<file path="src/rtl/line_clear_flash_ctrl_pkg.sv">
// tetris_pkg: shared playfield geometry and line-clear flash FSM state encoding
package tetris_pkg;
    localparam int PF_ROWS  = 20;
    localparam int PF_COLS  = 10;
    localparam int PF_CELLS = PF_ROWS * PF_COLS;
    typedef enum logic [1:0] {IDLE, ON, OFF, DONE} flash_state_t;
endpackage

</file>
<file path="src/rtl/line_clear_flash_ctrl_if.sv">
// line_clear_flash_ctrl_if: game-logic <-> flash controller bundle
// master (game/display side) drives vs, start, rows_full, abort; slave (controller) drives flash, clear_rows, busy, done
interface line_clear_flash_ctrl_if;
    import tetris_pkg::*;
    logic                vs;
    logic                start;
    logic [PF_ROWS-1:0]  rows_full;
    logic                abort;
    logic [PF_CELLS-1:0] flash;
    logic [PF_ROWS-1:0]  clear_rows;
    logic                busy;
    logic                done;
    modport master (output vs, start, rows_full, abort, input flash, clear_rows, busy, done);
    modport slave  (input vs, start, rows_full, abort, output flash, clear_rows, busy, done);
endinterface

</file>
<file path="src/rtl/line_clear_flash_ctrl_frame_tick_gen.sv">
// frame_tick_gen: one-cycle frame tick on the falling edge of active-low vs
// ports: clk, clrn (async active-low reset), vs (vertical sync), tick (combinational edge strobe)
module frame_tick_gen (
    input  logic clk,
    input  logic clrn,
    input  logic vs,
    output logic tick
);
    logic vs_q;
    always_ff @(posedge clk or negedge clrn) begin
        if (!clrn) vs_q <= 1'b1;
        else       vs_q <= vs;
    end
    assign tick = vs_q & ~vs;
endmodule

</file>
<file path="src/rtl/line_clear_flash_ctrl.sv">
// line_clear_flash_ctrl: latches full rows and blinks them on the display before collapse
// ports: clk, clrn (async active-low reset), bus (slave modport: vs/start/rows_full/abort in, flash/clear_rows/busy/done out)
module line_clear_flash_ctrl
    import tetris_pkg::*;
#(
    parameter int BLINKS           = 3,
    parameter int FRAMES_PER_PHASE = 8
) (
    input  logic                    clk,
    input  logic                    clrn,
    line_clear_flash_ctrl_if.slave  bus
);
    localparam int FW = $clog2(FRAMES_PER_PHASE + 1);
    localparam int BW = $clog2(BLINKS + 1);
    flash_state_t        state_q, state_d;
    logic [FW-1:0]       frame_q, frame_d;
    logic [BW-1:0]       blink_q, blink_d;
    logic [PF_ROWS-1:0]  rows_q, rows_d;
    logic [PF_CELLS-1:0] flash_q, cells;
    logic                busy_q, done_q, tick, phase_end;
    frame_tick_gen u_tick (.clk(clk), .clrn(clrn), .vs(bus.vs), .tick(tick));
    assign phase_end = tick && (frame_q == FW'(FRAMES_PER_PHASE - 1));
    always_comb begin
        state_d = state_q;
        frame_d = frame_q;
        blink_d = blink_q;
        rows_d  = rows_q;
        case (state_q)
            IDLE: if (bus.start) begin
                rows_d  = bus.rows_full;
                frame_d = '0;
                blink_d = '0;
                state_d = |bus.rows_full ? ON : DONE;
            end
            ON: if (bus.abort) state_d = IDLE;
                else if (tick) begin
                    frame_d = phase_end ? '0 : frame_q + 1'b1;
                    state_d = phase_end ? OFF : ON;
                end
            OFF: if (bus.abort) state_d = IDLE;
                else if (tick) begin
                    frame_d = phase_end ? '0 : frame_q + 1'b1;
                    blink_d = phase_end ? blink_q + 1'b1 : blink_q;
                    state_d = !phase_end ? OFF : (blink_q + 1'b1 == BW'(BLINKS)) ? DONE : ON;
                end
            default: state_d = IDLE;
        endcase
    end
    // Expand the next row mask so flash is valid the cycle after an accepted start
    for (genvar r = 0; r < PF_ROWS; r++) begin : g_row
        assign cells[r*PF_COLS +: PF_COLS] = {PF_COLS{rows_d[r]}};
    end
    always_ff @(posedge clk or negedge clrn) begin
        if (!clrn) begin
            state_q <= IDLE;
            frame_q <= '0;
            blink_q <= '0;
            rows_q  <= '0;
            flash_q <= '0;
            busy_q  <= 1'b0;
            done_q  <= 1'b0;
        end else begin
            state_q <= state_d;
            frame_q <= frame_d;
            blink_q <= blink_d;
            rows_q  <= rows_d;
            flash_q <= (state_d == ON) ? cells : '0;
            busy_q  <= state_d != IDLE;
            done_q  <= state_d == DONE;
        end
    end
    assign bus.flash      = flash_q;
    assign bus.clear_rows = rows_q;
    assign bus.busy       = busy_q;
    assign bus.done       = done_q;
endmodule

</file>
<file path="src/flat_wrapper.sv">
// flat-port wrapper written by rule: the top's interface ports become plain ports
module line_clear_flash_ctrl_flat import tetris_pkg::*;
#(
    parameter int BLINKS           = 3,
    parameter int FRAMES_PER_PHASE = 8
)
  (clk, clrn, bus_vs, bus_start, bus_rows_full, bus_abort, bus_flash, bus_clear_rows, bus_busy, bus_done);
  line_clear_flash_ctrl_if bus_i ();
  input  logic clk;
  input  logic clrn;
  input wire logic [$bits(bus_i.vs)-1:0] bus_vs;
  input wire logic [$bits(bus_i.start)-1:0] bus_start;
  input wire logic [$bits(bus_i.rows_full)-1:0] bus_rows_full;
  input wire logic [$bits(bus_i.abort)-1:0] bus_abort;
  output wire logic [$bits(bus_i.flash)-1:0] bus_flash;
  output wire logic [$bits(bus_i.clear_rows)-1:0] bus_clear_rows;
  output wire logic [$bits(bus_i.busy)-1:0] bus_busy;
  output wire logic [$bits(bus_i.done)-1:0] bus_done;
  assign bus_i.vs = bus_vs;
  assign bus_i.start = bus_start;
  assign bus_i.rows_full = bus_rows_full;
  assign bus_i.abort = bus_abort;
  assign bus_flash = bus_i.flash;
  assign bus_clear_rows = bus_i.clear_rows;
  assign bus_busy = bus_i.busy;
  assign bus_done = bus_i.done;
  line_clear_flash_ctrl #(.BLINKS(BLINKS), .FRAMES_PER_PHASE(FRAMES_PER_PHASE)) u_core (.clk(clk), .clrn(clrn), .bus(bus_i));
endmodule
</file>
<file path="config.mk">
export PLATFORM = sky130hd
export DESIGN_NAME = line_clear_flash_ctrl_flat
export DESIGN_NICKNAME = d
export VERILOG_FILES = /design/src/rtl/line_clear_flash_ctrl_pkg.sv /design/src/rtl/line_clear_flash_ctrl_if.sv /design/src/rtl/line_clear_flash_ctrl_frame_tick_gen.sv /design/src/rtl/line_clear_flash_ctrl.sv /design/src/flat_wrapper.sv
export SDC_FILE = /design/constraint.sdc
export NUM_CORES = 1
export LEC_CHECK = 0
export BUFFER_PORTS_ARGS = -buffer_cell sky130_fd_sc_hd__buf_4
export CAP_MARGIN = 10
export CORE_ASPECT_RATIO = 1.25
export CORE_UTILIZATION = 38
export DETAILED_ROUTE_END_ITERATION = 12
export GPL_TIMING_DRIVEN = 0
export MAX_ROUTING_LAYER = met4
export PLACE_DENSITY_LB_ADDON = 0.15
export SYNTH_ARGS = -nofsm -noshare
export SYNTH_HDL_FRONTEND = slang
export SYNTH_SLANG_ARGS = --single-unit
</file>
<file path="constraint.sdc">
create_clock -name clk -period 1.8 [get_ports clk]
set_input_delay 0.36 -clock clk [delete_from_list [all_inputs] [get_ports clk]]
set_output_delay 0.36 -clock clk [all_outputs]
set_load 0.05 [all_outputs]
</file>
=== Word level (Yosys, flattened, before mapping) ===
Cells that the tools add are included.

* Input port bits: 25
* Register bits after elaboration: 231
* Output and inout port bits: 222

* Reduce and logical (&&, ||, !) cells: 9
* $add $sub $neg: 2
* Multiplexer cells: 23
* Eq/ne operators: 12
* Bitwise logic cells: 2

{| class="wikitable"
|+ Operator list
! cell !! count
|-
| $mux 200 || 1
|-
| $mux 20 || 2
|-
| $mux 2 || 13
|-
| $reduce_or 20->1 || 1
|-
| $mux 4 || 4
|-
| $pmux 4 s2 || 1
|-
| $eq 2x2->1 const B || 3
|-
| $ne 2x1->1 const B || 3
|-
| $ne 2x2->1 const B || 3
|-
| $pmux 2 s3 || 1
|-
| $reduce_bool 2->1 || 3
|-
| $reduce_and 5->1 || 1
|-
| $add 4x1->4 const B || 1
|-
| $eq 2x1->1 const B || 2
|-
| $eq 4x3->1 const B || 1
|-
| $pmux 2 s2 || 1
|-
| $reduce_and 4->1 || 1
|-
| $add 2x1->2 const B || 1
|-
| $logic_not 2->1 || 1
|-
| $reduce_or 2->1 || 1
|-
| $and 1x1->1 || 1
|-
| $logic_and 1x1->1 || 1
|-
| $not 1->1 || 1
|}

=== Depth between registers and ports, before layout ===
* Depth after elaboration: 9
* Gate-level depth with buffers: 9
* Gate-level depth less buffers: 8

=== Cells and area by module ===
From an unflattened synthesis, not the netlist that was laid out.

* Cells, all modules: 356
* Area total of the unflattened synthesis: 3704.8 um^2

{| class="wikitable"
|+ Modules (own cells, without submodules)
! module !! area each (um^2) !! instances !! cells each
|-
| line_clear_flash_ctrl || 3664.8 || 1 || 354
|-
| frame_tick_gen || 40.0 || 1 || 2
|}

=== Worst setup path after synthesis ===
Ideal clock, no wire load.

* Path type: reg-to-reg
* From: register u_core.state_q[0]
* To: register u_core.flash_q[109], in the netlist u_core.bus.flash[109]
* Slack: -0.181 ns
* Required time: 1.731 ns
* Stages on the path, launching flop included: 10
* Arrival: 1.912 ns
* Setup time: 0.069 ns
* Clock period less this slack: 1.981 ns
* Path buffers: 1
* Cells stage by stage: dfrtp_1 -> inv_1 -> ha_1 -> nor2_1 -> a211o_1 -> o41a_1 -> clkinv_2 -> nand3b_4 -> buf_6 -> nor2b_2

* Word-level cells in the longest chain between the ends: 5
* Elaborated cells on any way between the ends: 12

{| class="wikitable"
|+ Ends and longest elaborated chain
! element !! line !! RTL
|-
| start: declaration || line_clear_flash_ctrl.sv:15 || <nowiki>flash_state_t state_q, state_d;</nowiki>
|-
| start signal: assignment || line_clear_flash_ctrl.sv:63 || <nowiki>state_q <= state_d;</nowiki>
|-
| $mux 2 (on tied branches) || line_clear_flash_ctrl.sv:41, line_clear_flash_ctrl.sv:36 ||
|-
| $mux 2 (on tied branches) || line_clear_flash_ctrl.sv:40, line_clear_flash_ctrl.sv:35 ||
|-
| $pmux 2 s3 (*) || line_clear_flash_ctrl.sv:28 || <nowiki>case (state_q)</nowiki>
|-
| via u_core.state_d[0] || line_clear_flash_ctrl.sv:15 ||
|-
| $eq 2x1->1 (*) || line_clear_flash_ctrl.sv:67 || <nowiki>flash_q <= (state_d == ON) ? cells : '0;</nowiki>
|-
| $mux 200 (*) || line_clear_flash_ctrl.sv:67 ||
|-
| end signal: assignment || line_clear_flash_ctrl.sv:67 ||
|-
| end: declaration || line_clear_flash_ctrl.sv:19 || <nowiki>logic [PF_CELLS-1:0] flash_q, cells;</nowiki>
|}

The timed path passes the listed nets; every way through them passes the cells marked *.
A chain may end at the register's enable or synchronous reset.

=== Worst setup path in the final report ===
* From: register u_core.blink_q[0]
* To: register u_core.flash_q[169], in the netlist u_core.bus.flash[169]

* Word-level cells in the longest chain between the ends: 9

{| class="wikitable"
|+ Ends and longest elaborated chain
! element !! line !! RTL
|-
| start: declaration || line_clear_flash_ctrl.sv:17 || <nowiki>logic [BW-1:0] blink_q, blink_d;</nowiki>
|-
| start signal: assignment || line_clear_flash_ctrl.sv:65 || <nowiki>blink_q <= blink_d;</nowiki>
|-
| $add 2x1->2 || line_clear_flash_ctrl.sv:44 || <nowiki>state_d = !phase_end ? OFF : (blink_q + 1'b1 == BW'(BLINKS)) ? DONE : ON;</nowiki>
|-
| $eq 2x2->1 || line_clear_flash_ctrl.sv:44 ||
|-
| $mux 2 (2 in a row) || line_clear_flash_ctrl.sv:44 ||
|-
| $mux 2 || line_clear_flash_ctrl.sv:41 || <nowiki>else if (tick) begin</nowiki>
|-
| $mux 2 || line_clear_flash_ctrl.sv:40 || <nowiki>OFF: if (bus.abort) state_d = IDLE;</nowiki>
|-
| $pmux 2 s3 || line_clear_flash_ctrl.sv:28 ||
|-
| $eq 2x1->1 || line_clear_flash_ctrl.sv:67 ||
|-
| $mux 200 || line_clear_flash_ctrl.sv:67 ||
|}

Every way passes these cells.

==> run summary <==
Most common cell after layout, fill and taps aside: buf_4
Routability cong.: 0.898
EDFF count, synth: 0
# DRC: 0
Fmax: 523 MHz
Worst-skew pair later-pin latency: 280 ps
Avg Vias per Cell: 4.05
Syn_area_per_cell: 10.2 µm²
Clock buffer depth: 2
Die extent in y: 110 µm
Net Count, Synth: 378
Seq/Total Area, Yosys: 36.1%
Initial antenna violation count: 0
Critical Path RT: 2010 ps
Initial Utilization: 39.0%
Routed Antenna Nets: 0
Drt wl/cell: 12.9 µm
Gr ovfl total: 0
CP Data Arrival Time: 2120 ps
Final setup fails: 23
Max_cap viols: 0
Outcome: finished with violations
Number of buffers created by CTS: 5
Fillers: 755
Area grow syn2layout: 66.3%
Fin nets: 641
Synthesized instance count: 347
Failing checks: negative setup slack
Clock tree root driver cell: clkbuf_16
Die footprint: 9700 µm²
Setup ws final: -110 ps
Total Routing Usage GR: 17.8%
Sequential cell area: 1280 µm²
Critical path type: reg -> reg
Max FO, Critical Path: 10
Worst Hold Class: in -> async
Most frequent cells in the layout: buf_4 (436), dfrtp_1 (48), mux2_2 (17), nor2b_2 (17), nor2_1 (9)
Drt total wl: 9450 µm
Worst slew pin tran: 645 ps
Slew headroom: 57.0%
H-tree Lvls: 2
Area of the multi-input gates: 923 µm²
Number of DRC markers after the initial detailed-route iteration: 83
Post-layout util: 64.8%
Final Skew: 6.42 ps
Via count: 2975
First-pass GRT wire length: 12700 µm
FF+latch count, synth: 51
Row cnt: 39
Tmin final: 1910 ps
Share of cells above drive strength 1: 82.5%
Netlist cell types: 39
Vias in the first global route: 2458
Critical Path Sink Type: flip-flop
Final Max Slew Viols: 0
Core ar.: 9080 µm²
Io pins: 247
CP startpoint kind: flip-flop
DR pass1 iterations: 4
HPWL reported at the end of detailed placement: 7390 µm
Post-Syn Area: 3540 µm²
RSZ-0062 raised after global routing: true
Worst reg2reg path depth: 8
Setup_tns: -1990 ps
CTS Hold Bufs: 0
Synth warn: 0
IO Port Bufs: 246
Die X: 88.3 µm
CTS tree: yes
Post-synth top flop: dfrtp_1
Final Hold Fails: 0
Worst-path clk slew: 70 ps
Tcrit/Tclk final: 106%
Async SR Flop Fraction: 100%
Largest net degree at the start of global routing: 52
Clock Sink Count: 51
Diode count: 0
-- metal layers --
metal / vias to the layer above / global-route usage [%] / wire (µm)
li1: 1463 / - / -
met3: 6 / 2.25 / 605
met1: 1375 / 19.0 / 3430
met4: 0 / 4.49 / 85
met2: 131 / 34.0 / 5320
met5: - / - / 0
-- through the flow --
| step | hold slack (ps) | instances | setup WS [ps] | instance area (µm²) |
|---|---|---|---|---|
| 6_report | 97.3 | 734 | -110 | 5880 |
| 5_1_grt | 158 | 734 | -209 | 5880 |
| 4_1_cts | 126 | 733 | -64.3 | 5820 |
| 3_5_place_dp | 430 | 716 | -201 | 5580 |
| 3_3_place_gp | 424 | 716 | -179 | 5580 |
| 2_1_floorplan | 64.4 | 347 | 3.61 | 3580 |
-- cell type report --
class,instances,area share [%]
plain buffers,184,23.9
clock buffers,7,2.60
clock inverters,1,0.128
inverters,8,0.574
multi-input cells,104,15.7
flip-flops and latches,51,21.8
well taps,123,2.62
repair buffers,256,32.7
-- Yosys cell counts (2+ instances only) --
cell      number  area (µm²)
a211o_1        2        17.5
nor3_1         6        30.0
nand3b_1       2        15.0
o21ai_0        3        15.0
nor4_1         4        25.0
o21ai_1        4        20.0
buf_4        180        1350
nor2b_1        3        18.8
mux2_1         3        33.8
dfrtp_1       50        1250
nand2_1        4        15.0
nor2b_4        2        27.5
nor2b_2       18         158
buf_6          2        22.5
ha_1           6        75.1
mux2_2        17         191
buf_1          2        7.51
a21oi_1        2        10.0
inv_1          7        26.3
nor2_1        11        41.3
-- worst paths after layout --
kind	from	end	slack [ps]
min in group clk	bus_vs	u_core.u_tick.vs_q$_DFF_PN1_	210
worst min register to register	u_core.bus.clear_rows[3]$_DFF_PN0_	u_core.bus.clear_rows[3]$_DFF_PN0_	510
worst max-delay path	u_core.blink_q[0]$_DFFE_PN0P_	u_core.bus.flash[169]$_DFF_PN0_	-110
max in group asynchronous	clrn	u_core.state_q[0]$_DFF_PN0_	1240
worst min-delay path	clrn	u_core.bus.flash[179]$_DFF_PN0_	100
worst max register to register	u_core.blink_q[0]$_DFFE_PN0P_	u_core.bus.flash[169]$_DFF_PN0_	-110
-- timing repair --
| action | in CTS | in global routing |
|---|---|---|
| buffers inserted | 9 | 1 |
| resized for setup | 7 | 11 |
| endpoints found under the setup margin | 32 | 33 |
-- flip-flops by register name, summed over array words and instances, names as in the netlist --
| signal | count |
|---|---|
| u_core.bus.clear_rows | 20 |
| u_core.bus.flash | 20 |
| u_core.frame_q | 4 |
| u_core.blink_q | 2 |
| u_core.state_q | 2 |
| u_core.bus.busy | 1 |
| u_core.bus.done | 1 |
| u_core.u_tick.vs_q | 1 |
-- cell families after synthesis --
kind of cell               synth area share, %
and+or+nand+nor                           11.4
buffers and inverters                     39.9
adders and majority gates                 2.12
DFF                                       36.1
muxes                                     6.65
xor gates and xnor gates                 0.248
AOI/OAI and AO/OA                         3.57
-- critical path, cell delays in order, from the launching register on --
cell	delay (ps)
dfrtp_1	360
inv_1	70
ha_2	180
nor4bb_1	330
nor3_1	130
a211oi_2	330
nand3b_4	150
buf_12	190
nor2b_2	110
Power is left out: the tool's default activity adds up to more than one toggle a clock period on the data nets, which glitch-free logic cannot reach.
